`config.mk`:
```
export PLATFORM = sky130hd
export DESIGN_NAME = shiftreg_seq
export DESIGN_NICKNAME = d
export VERILOG_FILES = /design/src/rtl/shiftreg_seq_pkg.sv /design/src/rtl/seq_fifo.sv /design/src/rtl/shiftreg_seq.sv
export SDC_FILE = /design/constraint.sdc
export NUM_CORES = 1
export LEC_CHECK = 0
export ABC_AREA = 1
export CORE_AREA = 3 3 81 83
export CTS_CLUSTER_SIZE = 30
export DETAILED_ROUTE_END_ITERATION = 10
export DIE_AREA = 0 0 84 86
export PLACE_DENSITY_LB_ADDON = 0.2
export SETUP_SLACK_MARGIN = 0.1
export SLEW_MARGIN = 10
export SYNTH_ARGS = -nofsm -noshare
export SYNTH_HDL_FRONTEND = slang
export SYNTH_SLANG_ARGS = --single-unit
```
`constraint.sdc`:
```
create_clock -name clk -period 3.2 [get_ports clk]
set_input_delay 0.64 -clock clk [delete_from_list [all_inputs] [get_ports clk]]
set_output_delay 0.64 -clock clk [all_outputs]
set_load 0.005 [all_outputs]
```
`src/rtl/shiftreg_seq_pkg.sv`:
```
// rtl/shiftreg_seq_pkg.sv - shared constants, types and opcode decode for shiftreg_seq
//   CMD_W and field positions describe the command word {op[14:12], rep[11:8], data[7:0]}.
//   state_t is the sequencer state; dp_t bundles the register-side control outputs.
package shiftreg_seq_pkg;

   localparam int CMD_W    = 15;
   localparam int OP_MSB   = 14;
   localparam int OP_LSB   = 12;
   localparam int REP_MSB  = 11;
   localparam int REP_LSB  = 8;
   localparam int DATA_MSB = 7;
   localparam int DATA_LSB = 0;

   localparam logic [2:0] OP_CLEAR   = 3'b000;
   localparam logic [2:0] OP_SHL     = 3'b001;
   localparam logic [2:0] OP_SHR     = 3'b010;
   localparam logic [2:0] OP_GRAY_UP = 3'b011;
   localparam logic [2:0] OP_GRAY_DN = 3'b100;
   localparam logic [2:0] OP_INV     = 3'b101;
   localparam logic [2:0] OP_SWAP    = 3'b110;
   localparam logic [2:0] OP_LOAD    = 3'b111;

   typedef enum logic {
      ST_IDLE  = 1'b0,
      ST_ISSUE = 1'b1
   } state_t;

   typedef struct packed {
      logic       rs;
      logic       oc;
      logic [2:0] md;
      logic [7:0] a;
   } dp_t;

   // All-zero control word is a no-op for the register.
   localparam dp_t DP_IDLE = '0;

   function automatic dp_t decode_op(input logic [2:0] op, input logic [7:0] data);
      dp_t d;
      d = DP_IDLE;
      case (op)
         OP_CLEAR: begin
            d.rs = 1'b1;
         end
         OP_LOAD: begin
            d.md = OP_LOAD;
            d.a  = data;
         end
         default: begin
            d.oc = 1'b1;
            d.md = op;
            d.a  = data;
         end
      endcase
      return d;
   endfunction

endpackage

```
`src/rtl/seq_fifo.sv`:
```
// rtl/seq_fifo.sv - command FIFO for shiftreg_seq
//   clk, rs (async active-low reset), push/wdata, pop/rdata (head, combinational),
//   flush (empties in one edge, wins over push/pop), full, empty.
module seq_fifo #(
   parameter int WIDTH = 15,
   parameter int DEPTH = 4
) (
   input  logic             clk,
   input  logic             rs,
   input  logic             push,
   input  logic             pop,
   input  logic             flush,
   input  logic [WIDTH-1:0] wdata,
   output logic [WIDTH-1:0] rdata,
   output logic             full,
   output logic             empty
);

   localparam int AW = (DEPTH > 1) ? $clog2(DEPTH) : 1;
   localparam int CW = $clog2(DEPTH) + 1;

   logic [WIDTH-1:0] mem [DEPTH];
   logic [AW-1:0]    wr_ptr;
   logic [AW-1:0]    rd_ptr;
   logic [CW-1:0]    count;
   logic             do_push;
   logic             do_pop;

   assign full    = (count == CW'(DEPTH));
   assign empty   = (count == '0);
   assign do_push = push & ~full;
   assign do_pop  = pop & ~empty;
   assign rdata   = mem[rd_ptr];

   // DEPTH is a power of two, so natural pointer overflow is the modulo wrap.
   always_ff @(posedge clk or negedge rs) begin
      if (!rs) begin
         wr_ptr <= '0;
         rd_ptr <= '0;
         count  <= '0;
      end else if (flush) begin
         wr_ptr <= '0;
         rd_ptr <= '0;
         count  <= '0;
      end else begin
         if (do_push) wr_ptr <= wr_ptr + AW'(1);
         if (do_pop)  rd_ptr <= rd_ptr + AW'(1);
         case ({do_push, do_pop})
            2'b10:   count <= count + CW'(1);
            2'b01:   count <= count - CW'(1);
            default: count <= count;
         endcase
      end
   end

   // Storage needs no reset; count guards every read.
   always_ff @(posedge clk) begin
      if (do_push && !flush) mem[wr_ptr] <= wdata;
   end

endmodule

```
`src/rtl/shiftreg_seq.sv`:
```
// rtl/shiftreg_seq.sv - command sequencer driving an 8-bit multi-function shift register
//   clk, rs (async active-low reset); cmd_valid/cmd_ready/cmd command intake into seq_fifo;
//   dp_rs/dp_oc/dp_md/dp_a registered register controls; cmd_done final-issue pulse; busy.
//   Optional abort input (flush + force idle) when SEQ_ABORT_EN is defined.
module shiftreg_seq
   import shiftreg_seq_pkg::*;
#(
   parameter int FIFO_DEPTH = 4
) (
   input  logic             clk,
   input  logic             rs,
   input  logic             cmd_valid,
   output logic             cmd_ready,
   input  logic [CMD_W-1:0] cmd,
   output logic             dp_rs,
   output logic             dp_oc,
   output logic [2:0]       dp_md,
   output logic [7:0]       dp_a,
   output logic             cmd_done,
`ifdef SEQ_ABORT_EN
   input  logic             abort,
`endif
   output logic             busy
);

   state_t           state;
   logic [3:0]       cnt;
   dp_t              dp_q;
   logic             done_q;
   logic             rdy_en;
   logic             abort_i;
   logic             fifo_full;
   logic             fifo_empty;
   logic [CMD_W-1:0] head;
   logic             push;
   logic             pop;
   logic [2:0]       head_op;
   logic [3:0]       head_rep;
   logic [7:0]       head_data;

`ifdef SEQ_ABORT_EN
   assign abort_i = abort;
`else
   assign abort_i = 1'b0;
`endif

   assign head_op   = head[OP_MSB:OP_LSB];
   assign head_rep  = head[REP_MSB:REP_LSB];
   assign head_data = head[DATA_MSB:DATA_LSB];

   // rdy_en keeps cmd_ready low until the first edge out of reset.
   assign cmd_ready = rdy_en & ~fifo_full;
   assign push      = cmd_valid & cmd_ready & ~abort_i;
   // Pop from IDLE, or on the final issue cycle so commands chain without a bubble.
   assign pop       = ~abort_i & ~fifo_empty &
                      ((state == ST_IDLE) || ((state == ST_ISSUE) && (cnt == 4'd0)));

   seq_fifo #(
      .WIDTH (CMD_W),
      .DEPTH (FIFO_DEPTH)
   ) u_fifo (
      .clk   (clk),
      .rs    (rs),
      .push  (push),
      .pop   (pop),
      .flush (abort_i),
      .wdata (cmd),
      .rdata (head),
      .full  (fifo_full),
      .empty (fifo_empty)
   );

   always_ff @(posedge clk or negedge rs) begin
      if (!rs) begin
         rdy_en <= 1'b0;
      end else begin
         rdy_en <= 1'b1;
      end
   end

   always_ff @(posedge clk or negedge rs) begin
      if (!rs) begin
         state  <= ST_IDLE;
         cnt    <= 4'd0;
         dp_q   <= DP_IDLE;
         done_q <= 1'b0;
      end else if (abort_i) begin
         state  <= ST_IDLE;
         cnt    <= 4'd0;
         dp_q   <= DP_IDLE;
         done_q <= 1'b0;
      end else if (pop) begin
         state  <= ST_ISSUE;
         cnt    <= head_rep;
         dp_q   <= decode_op(head_op, head_data);
         done_q <= (head_rep == 4'd0);
      end else if (state == ST_ISSUE) begin
         if (cnt != 4'd0) begin
            cnt    <= cnt - 4'd1;
            done_q <= (cnt == 4'd1);
         end else begin
            state  <= ST_IDLE;
            dp_q   <= DP_IDLE;
            done_q <= 1'b0;
         end
      end
   end

   assign dp_rs    = dp_q.rs;
   assign dp_oc    = dp_q.oc;
   assign dp_md    = dp_q.md;
   assign dp_a     = dp_q.a;
   assign cmd_done = done_q;
   assign busy     = (state != ST_IDLE) | ~fifo_empty;

endmodule

```
==> results of run 1 <==
[synth_stat cells]
cell      instances  area [um^2]
nand2_1          78        292.8
edfxtp_1         60         1802
nor2_1           29        108.9
dfrtp_1          27        675.7
o21ai_1          21        105.1
inv_1            15        56.30
nand3_1          14        70.07
o21ai_0          11        55.05
ha_1              7        87.58
buf_2             6        30.03
o22ai_1           6        37.54
or2_1             6        37.54
inv_2             4        15.01
a21oi_1           3        15.01
buf_4             3        22.52
nand2_2           3        18.77
xnor2_1           3        26.28
xor2_1            3        26.28
nand2_4           2        22.52
a31oi_2           1        12.51
buf_6             1        11.26
clkbuf_1          1        3.750
conb_1            1        3.750
fa_1              1        20.02
nand3_2           1        10.01
nor2_2            1        6.260
nor3_1            1        5.000
nor3_4            1        16.27
o221ai_1          1        8.760
o22a_1            1        8.760
[flip-flops by register name, indices dropped and copies added, names as in the netlist]
| name | flops |
|---|---|
| cmd_done | 1 |
| cnt | 4 |
| dp_a | 8 |
| dp_md | 3 |
| dp_oc | 1 |
| dp_rs | 1 |
| rdy_en | 1 |
| state | 1 |
| u_fifo.count | 3 |
| u_fifo.mem | 60 |
| u_fifo.rd_ptr | 2 |
| u_fifo.wr_ptr | 2 |
[final cells by class]
cell class              count  area, um^2  area share (%)
inverters                  19       71.32           1.682
repair buffers             40       382.9           9.029
well taps                  75       93.84           2.213
multi-input cells         195       994.7           23.46
flip-flops and latches     87        2477           58.42
clock inverters             7       96.34           2.272
clock buffers               9       123.9           2.921
[worst max path at each step]
stage	slack [ns]	end	from
after floorplan	1.20	u_fifo.count[2]$_DFFE_PN0P_	cnt[0]$_DFFE_PN0P_
after global placement	0.90	u_fifo.count[2]$_DFFE_PN0P_	cmd_valid
after detailed placement	0.83	u_fifo.count[2]$_DFFE_PN0P_	cmd_valid
after CTS	0.88	busy	u_fifo.count[1]$_DFFE_PN0P_
after global routing	0.68	u_fifo.count[2]$_DFFE_PN0P_	cnt[0]$_DFFE_PN0P_
final	0.91	busy	u_fifo.count[1]$_DFFE_PN0P_
[power by group]
| group | switching [mW] | total, mW | internal, mW |
|---|---|---|---|
| sequential | 0.131 | 1.57 | 1.44 |
| clock | 0.387 | 0.828 | 0.441 |
| combinational | 0.748 | 1.25 | 0.505 |
| total | 1.27 | 3.65 | 2.38 |
[worst min-delay path: cells and delay by family, from the launching register on]
kind | cells | cell delay, ns
compound gates | 1 | 0.06
simple gates | 1 | 0.05
flops | 1 | 0.35
[layer usage]
metal	vias to the layer above	wire length (um)
met5	-	0
met4	0	97
met3	13	350
met2	56	3199
met1	1092	2981
li1	1131	-
[metrics by stage]
step | hold slack [ns] | util (%) | instances | total power [mW]
after floorplan | 0.3444 | - | 312 | 2.439
after global placement | 0.4758 | 67.90 | 416 | 2.806
after detailed placement | 0.4799 | 67.90 | 416 | 2.853
after CTS | 0.5001 | 71.62 | 432 | 3.682
after global routing | 0.5340 | 71.62 | 432 | 3.926
final | 0.4972 | 71.62 | 432 | 3.650
[kinds of logic (layout without fill, tap and decap cells)]
logic type,count (synthesis),in the layout
AND/OR/NAND/NOR,136,136
flip-flops,87,87
AO/OA/AOI/OAI,44,44
buffers and inverters,30,75
adder cells (fa/ha/maj),8,8
XOR/XNOR,6,6
other,1,1
==> flow_summary.yaml, run 1 <==
run_status:
  status: "finished clean"
floorplan:
  core_region_area_um2: 5921
  num_rows: 28
  die_area_um2: 7224
  io_pins: 34
  start_util_pct: 60.99
  die_y_um: 86
  die_w_um: 84
worst_setup_path:
  reg2reg_from: "cnt[0]$_DFFE_PN0P_"
  critical_path_depth: 3
  required_ns: 2.56
  cp_max_fo: 4
  path_cells: "nor3_4 > nand2_1 > clkdlybuf4s50_1"
  worst-endpoint-arrival_ns: 1.65
  worst-path-buf-inv: 1
  worst-r2r-cell-count: 12
  max_stage_delay_ns: 0.47
  crit_path_end_kind: "output pin"
  critPathSlowestCell: "clkdlybuf4s50_1"
  cp_top_family: "buffers and inverters"
  reg2reg_to: "u_fifo.count[2]$_DFFE_PN0P_"
  critPathKind: "flop to output pin"
  rrSetupSlack_ns: 0.95
  start_kind: "flop"
cts:
  clock_latency_ns: 0.35
  cts.clk_slew.worst_paths_ns: 0.08
  clock_path_buffers: 2
  postCtsHoldBufs: 0
  cts_max_level: 3
  tritoncts: "yes"
  cts.repair.resized: 0
  postCtsSetupRepairBufs: 0
  root_buffer: "clkbuf_8"
  cts_buffers: 9
  cts_sinks: 87
synth:
  synth_cell_types: 30
  synth-xor-area-share_pct: 1.455
  ys_seq_area_share_pct: 68.61
  syn_avg_cell_area_um2: 11.57
  synth-compound-area-share_pct: 6.722
  syn_nets: 338
  yosys_warnings: 0
  synth-seq-cells: 87
  synthMuxAreaShare_pct: 0
  synthCells: 312
  synth_top_family_by_area: "simple AND/OR/NAND/NOR gates"
  synthAdderAreaFrac_pct: 2.980
  synthSimpleGateAreaFrac_pct: 16.29
  synth.cell_area_um2: 3611
sta:
  hold_viol_final: 0
  setup_viol: 0
  setup_ws_ns: 0.9117
  max_freq_mhz: 437.0
  slew_headroom_pct: 63.73
  finalCritPeriodShare_pct: 71.51
  slew_viol_final: 0
  period_needed_ns: 2.288
  setup-tns-final_ns: 0
  worst_pin_slew_ns: 0.5432
  rsz0062_at_grt: "no"
  skew_ns: 0.007263
layout:
  n_antenna_cell: 0
  layout-drive-gt1-share_pct: 9.804
  fill_cells: 404
  layout_common_cells: "nand2_1, edfxtp_1, clkdlybuf4s50_1, nor2_1, dfrtp_1"
  postLayoutCellArea_um2: 4240
  syn2layout_area_growth_pct: 17.43
  fin_nets: 378
  layout_commonest_cell: "nand2_1"
placed_design:
  gp_congestion: 0.7407
  hpwlAfterDp_um: 4224
  io_buffers: 33
  dp_slack_ns: 0.8310
  dpl_cell_area_um2: 4020
global_routing:
  grt-ovfl-total: 0
  met2_usage_pct: 32.32
  grt_max_degree: 32
  grt_use_total_pct: 20.16
  use_met1_pct: 26.00
  busiest_layer: "met2"
  grt_pass1_wl_um: 11070
  antenna_found_initial: 0
  grt_pass1_vias: 2261
  met3_usage_pct: 5.764
drt:
  drc: 0
  vias: 2292
  finalWirelength_um: 6629
  drt_iter0_drc: 154
  routed_via_density: 5.306
  routedWlPerCell_um: 15.34
  drtPass1Iterations: 5
  final_antenna_net_count: 0
power_and_ir_drop:
  p_per_area_nw_per_um2: 860.9
  vdd_ir_drop_max_mv: 0.4659
  leakagePower_nw: 1.661
flow_run:
  drv_cap: 0
worst_hold_path:
  hold_class: "flop to flop"
  hold_path.startpoint: "dp_md[0]$_DFFE_PN0P_"
  min_to: "dp_md[0]$_DFFE_PN0P_"
  min_path_cells: 2
(Power assumes the default switching activity.)
==> inputs of run 2 (changes only) <==
--- a/config.mk
+++ b/config.mk
@@ -6,10 +6,10 @@
 export NUM_CORES = 1
 export LEC_CHECK = 0
 export ABC_AREA = 1
-export CORE_AREA = 3 3 81 83
+export CORE_AREA = 3 3 89 91
 export CTS_CLUSTER_SIZE = 30
 export DETAILED_ROUTE_END_ITERATION = 10
-export DIE_AREA = 0 0 84 86
+export DIE_AREA = 0 0 92 94
 export PLACE_DENSITY_LB_ADDON = 0.2
 export SETUP_SLACK_MARGIN = 0.1
 export SLEW_MARGIN = 10
==> constraint.sdc (replaced) <==
create_clock -name clk -period 1.93 [get_ports clk]
set_input_delay 0.386 -clock clk [delete_from_list [all_inputs] [get_ports clk]]
set_output_delay 0.386 -clock clk [all_outputs]
set_load 0.005 [all_outputs]
==> run 2 against run 1 <==
Worst hold slack worse by 0.10 ns; sequential cell count stayed put; sequential share of layout area is 3.4 points lower; critical path depth is 9 higher; critical endpoint is now u_fifo.count[2]$_DFFE_PN0P_; clock-buffer cell count is 3 higher; clock skew is 0.0029 ns higher; via count is 2.7% higher; routed wire length is 3.2% higher; largest cell class unchanged; register-to-register slack worse by 0.83 ns; total power is 75% higher.
==> flow_summary.yaml, run 2 (synthesized netlist as in run 1, its figures left out) <==
drt:
  drt_iter0_drc: 176
  dr_wl_met3_um: 303
  drtPass1Iterations: 4
  wl_met1_um: 3167
  final_antenna_net_count: 0
  wl_met2_um: 3239
  drc: 0
  finalWirelength_um: 6844
  top_layer: "met4"
  vias: 2354
  routedWlPerCell_um: 14.23
  routed_via_density: 4.894
layout:
  fill_cells: 583
  layoutNonFillerInstCount: 481
  n_antenna_cell: 0
  layout_common_cells: "nand2_1, edfxtp_1, clkdlybuf4s50_1, buf_4, nor2_1"
  postLayoutCellArea_um2: 4503
  regArea_um2: 2479
  layout-drive-gt1-share_pct: 18.59
  top_register: "u_fifo.mem"
  largest_register_ffs: 60
  layout_commonest_cell: "nand2_1"
  multi_input_area_um2: 1036
  syn2layout_area_growth_pct: 24.71
  fin_nets: 403
worst_hold_path:
  hold_class: "input pin to async pin"
floorplan:
  die_area_um2: 8648
  start_util_pct: 50.05
  die_y_um: 94
  io_pins: 34
  num_rows: 31
  die_w_um: 92
  core_region_area_um2: 7214
placed_design:
  gp_congestion: 0.7890
  dp.cells: 454
  hpwlAfterDp_um: 4460
  io_buffers: 33
  dpl_cell_area_um2: 4170
cts:
  clock_latency_ns: 0.35
  cts_sinks: 87
  postCtsHoldBufs: 0
  root_buffer: "clkbuf_8"
  tritoncts: "yes"
  cts_max_level: 3
  clock_path_buffers: 2
  cts.clk_slew.worst_paths_ns: 0.09
  cts_buffers: 9
sta:
  skew_ns: 0.01019
  rsz0062_at_grt: "yes"
  hold_viol_final: 0
  setup_viol: 0
  period_needed_ns: 1.805
  max_freq_mhz: 553.9
  finalCritPeriodShare_pct: 93.54
  slew_viol_final: 0
worst_setup_path:
  worst-endpoint-arrival_ns: 2.05
  max_stage_delay_ns: 0.40
  critPathSlowestCell: "dfrtp_1"
  path_cells: "inv_2 > ha_4 > nand2_4 > nand2_4 > nand2_4 > inv_4 > ha_4 > inv_2 > fa_2 > a21oi_2 > o21ai_1 > xnor2_1"
  cp_max_fo: 2
  start_kind: "flop"
  critPathKind: "flop to flop"
  cp_top_family: "adder cells"
  worst-path-buf-inv: 3
  crit_top_cell: "nand2_4"
  crit_path_end_kind: "flop"
  required_ns: 2.17
global_routing:
  antenna_found_initial: 0
  grt_pass1_wl_um: 11290
  grt_pass1_vias: 2325
  grt-ovfl-total: 0
  grt_max_degree: 32
  grt_use_total_pct: 17.42
flow_run:
  drv_cap: 0
power_and_ir_drop:
  vdd_ir_drop_max_mv: 0.5486
  leakagePower_nw: 1.802
  p_per_area_nw_per_um2: 1421
run_status:
  status: "finished clean"
run 2: final timing paths:
kind | cells past startpoint | slack (ns) | endpoint | start
setup / recovery | 12 | 0.12 | u_fifo.count[2]$_DFFE_PN0P_ | cnt[1]$_DFFE_PN0P_
max in group asynchronous | 2 | 1.26 | u_fifo.count[2]$_DFFE_PN0P_ | rs
hold reg to reg | 2 | 0.49 | dp_a[2]$_DFFE_PN0P_ | dp_a[2]$_DFFE_PN0P_
min in group clk | 2 | 0.49 | dp_a[2]$_DFFE_PN0P_ | dp_a[2]$_DFFE_PN0P_
hold / removal | 2 | 0.40 | state$_DFF_PN0_ | rs
setup reg to reg | 12 | 0.12 | u_fifo.count[2]$_DFFE_PN0P_ | cnt[1]$_DFFE_PN0P_
run 2: layout make-up:
cell class	instances	share of cell area, %
clock inverter	4	0.6946
sequential	87	55.04
timing repair buffer	65	12.70
tap	99	2.751
inverter	19	1.639
clock buffer	12	4.168
multi-input combinational	195	23.01
run 2: timing repair:
item / in CTS / in global routing
setup endpoints to repair: 3 / 3
resized for setup: 12 / 2
buffers inserted: 7 / 4
pin swaps: 7 / 5
run 2: layer usage:
layer | track usage (%) | vias up
li1 | - | 1185
met1 | 22.54 | 1110
met2 | 27.55 | 48
met3 | 4.487 | 11
met4 | 8.292 | 0
met5 | 0 | -
run 2: worst reg2reg max path, cell delays in order, from the launching register on:
cell and delay [ns]:
dfrtp_1 0.40, inv_2 0.09, ha_4 0.15, nand2_4 0.06, nand2_4 0.07, nand2_4 0.06, inv_4 0.06, ha_4 0.12
inv_2 0.04, fa_2 0.34, a21oi_2 0.12, o21ai_1 0.08, xnor2_1 0.12
run 2: stage by stage:
step / power, mW / setup TNS, ns / util, % / worst slack [ns] / hold WS (ns)
2_1_floorplan: 4.077 / 0 / - / 0.01011 / 0.09041
3_3_place_gp: 4.854 / 0 / 57.80 / 0.001671 / 0.4764
3_5_place_dp: 4.920 / -0.01407 / 57.80 / -0.01407 / 0.4778
4_1_cts: 6.396 / 0 / 61.90 / 0.09255 / 0.3882
5_1_grt: 6.869 / 0 / 62.42 / 0.03394 / 0.4333
6_report: 6.397 / 0 / 62.42 / 0.1247 / 0.3973
run 2: power breakdown:
group / total [mW] / switching, mW / leakage, nW / internal [mW]
logic: 2.50 / 1.39 / 0.810 / 1.11
registers: 2.59 / 0.205 / 0.879 / 2.39
clock network: 1.30 / 0.637 / 0.113 / 0.667
==> inputs of run 3 (changes only) <==
--- a/config.mk
+++ b/config.mk
@@ -6,10 +6,10 @@
 export NUM_CORES = 1
 export LEC_CHECK = 0
 export ABC_AREA = 1
-export CORE_AREA = 3 3 89 91
+export CORE_AREA = 8 8 94 96
 export CTS_CLUSTER_SIZE = 30
 export DETAILED_ROUTE_END_ITERATION = 10
-export DIE_AREA = 0 0 92 94
+export DIE_AREA = 0 0 102 104
 export PLACE_DENSITY_LB_ADDON = 0.2
 export SETUP_SLACK_MARGIN = 0.1
 export SLEW_MARGIN = 10
==> constraint.sdc (replaced) <==
create_clock -name clk -period 1.93 [get_ports clk]
set_input_delay 0.386 -clock clk [delete_from_list [all_inputs] [get_ports clk]]
set_output_delay 0.386 -clock clk [all_outputs]
set_load 0.02 [all_outputs]
==> run 3 against run 2 <==
Clock-buffer cell count fell by 2; die area is 23% higher; worst hold slack improved by 0.0021 ns; critical path type unchanged; highest routed layer unchanged.
==> flow_summary.yaml, run 3 (synthesized netlist as in run 1, its figures left out) <==
run_status:
  status: "finished clean"
cts:
  postCtsHoldBufs: 0
  tritoncts: "yes"
  cts_buffers: 9
  cts_sinks: 87
  clock_latency_ns: 0.36
  clock_path_buffers: 2
  cts_max_level: 3
  cts.clk_slew.worst_paths_ns: 0.09
  root_buffer: "clkbuf_8"
layout:
  fin_nets: 395
  layoutNonFillerInstCount: 476
  top_register: "u_fifo.mem"
  postLayoutCellArea_um2: 4507
  layout-drive-gt1-share_pct: 18.72
  syn2layout_area_growth_pct: 24.81
  n_antenna_cell: 0
  largest_register_ffs: 60
  layout_common_cells: "nand2_1, edfxtp_1, clkdlybuf4s50_1, nor2_1, dfrtp_1"
  postLayoutCoreUtil_pct: 60.52
  fill_cells: 615
  layout_commonest_cell: "nand2_1"
power_and_ir_drop:
  p_total_mw: 6.548
  vdd_ir_drop_max_mv: 0.6578
  leakagePower_nw: 1.765
  p_per_area_nw_per_um2: 1453
worst_hold_path:
  hold_class: "input pin to async pin"
worst_setup_path:
  cp_max_fo: 3
  start_kind: "flop"
  crit_path_end_kind: "flop"
  worst-r2r-cell-count: 12
  required_ns: 2.18
  rrSetupSlack_ns: 0.09
  reg2reg_from: "cnt[0]$_DFFE_PN0P_"
  reg2reg_to: "u_fifo.count[2]$_DFFE_PN0P_"
  worst-endpoint-arrival_ns: 2.09
  critPathKind: "flop to flop"
placed_design:
  dpl_cell_area_um2: 4210
  dp_slack_ns: 0.01769
  dp.cells: 449
  io_buffers: 33
  gp_congestion: 0.7726
  hpwlAfterDp_um: 4615
sta:
  finalCritPeriodShare_pct: 95.22
  setup-tns-final_ns: 0
  setup_viol: 0
  rsz0062_at_grt: "yes"
  hold_viol_final: 0
  slew_viol_final: 0
  period_needed_ns: 1.838
  max_freq_mhz: 544.1
  timing.hold.ws_ns: 0.3993
  setup_ws_ns: 0.09223
  skew_ns: 0.01070
drt:
  drc: 0
  drtPass1Iterations: 4
  final_antenna_net_count: 0
  routedWlPerCell_um: 15.02
  vias: 2382
  drt_iter0_drc: 87
  routed_via_density: 5.004
  finalWirelength_um: 7151
flow_run:
  drv_cap: 0
floorplan:
  die_w_um: 102
  start_util_pct: 48.49
  io_pins: 34
  core_region_area_um2: 7447
  die_y_um: 104
  num_rows: 32
  die_area_um2: 10610
global_routing:
  grt_use_total_pct: 14.29
  antenna_found_initial: 0
  grt_pass1_vias: 2423
  grt-ovfl-total: 0
  grt_pass1_wl_um: 11690
  grt_max_degree: 28
## run 3: changes by cell type in the layout (fill, tap and decap cells not counted), moves of 2 or more
cell / before / now
buf_4: 31 / 20
nor2_2: 1 / 4
dlygate4sd2_1: 2 / 0
buf_12: 0 / 4
clkbuf_16: 2 / 0
nor2_1: 29 / 25
## run 3: metal layers
metal / global-route usage (%) / vias up / wire length [um]
met2: 23.55 / 52 / 3662
met3: 3.079 / 17 / 313
met5: 0 / - / 0
met4: 7.660 / 0 / 184
li1: - / 1164 / -
met1: 16.80 / 1149 / 2991
## run 3: power by group
part / internal, mW / total [mW] / switching [mW]
clock network: 0.638 / 1.28 / 0.643
registers: 2.39 / 2.61 / 0.221
logic: 1.12 / 2.66 / 1.54
total: 4.15 / 6.55 / 2.40
## run 3: final cells by class
| cell class | count | area (um^2) | share of cell area, % |
|---|---|---|---|
| tap | 102 | 127.6 | 2.832 |
| sequential | 87 | 2480 | 55.03 |
| clock buffer | 10 | 137.6 | 3.054 |
| timing repair buffer | 57 | 556.8 | 12.35 |
| clock inverter | 6 | 66.31 | 1.471 |
| multi-input combinational | 195 | 1065 | 23.63 |
| inverter | 19 | 73.82 | 1.638 |
## run 3: worst max path at each step
stage / from / to / cells after the start / slack, ns
finish: cnt[0]$_DFFE_PN0P_ / u_fifo.count[2]$_DFFE_PN0P_ / 12 / 0.09
CTS: u_fifo.count[0]$_DFFE_PN0P_ / busy / 3 / 0.08
global route: cnt[0]$_DFFE_PN0P_ / u_fifo.count[2]$_DFFE_PN0P_ / 12 / 0.007
floorplan: cnt[1]$_DFFE_PN0P_ / u_fifo.count[2]$_DFFE_PN0P_ / 12 / 0.11
detailed placement: cmd_valid / u_fifo.count[2]$_DFFE_PN0P_ / 8 / 0.02
global placement: cmd_valid / u_fifo.count[2]$_DFFE_PN0P_ / 8 / 0.05
## run 3: timing repair
action                     in CTS  in global routing
setup endpoints to repair       4                  4
pin swaps                       3                  3
resized for setup               9                  3
buffers inserted                6                  5
## run 3: critical path, cell delays in order (launching register included)
cell	delay, ns
dfrtp_1	0.40
inv_2	0.09
ha_4	0.15
nand2_4	0.05
nand2_4	0.07
nand2_4	0.05
inv_4	0.07
ha_4	0.12
inv_2	0.05
fa_2	0.35
a21oi_2	0.12
o21ai_1	0.09
xnor2_1	0.12
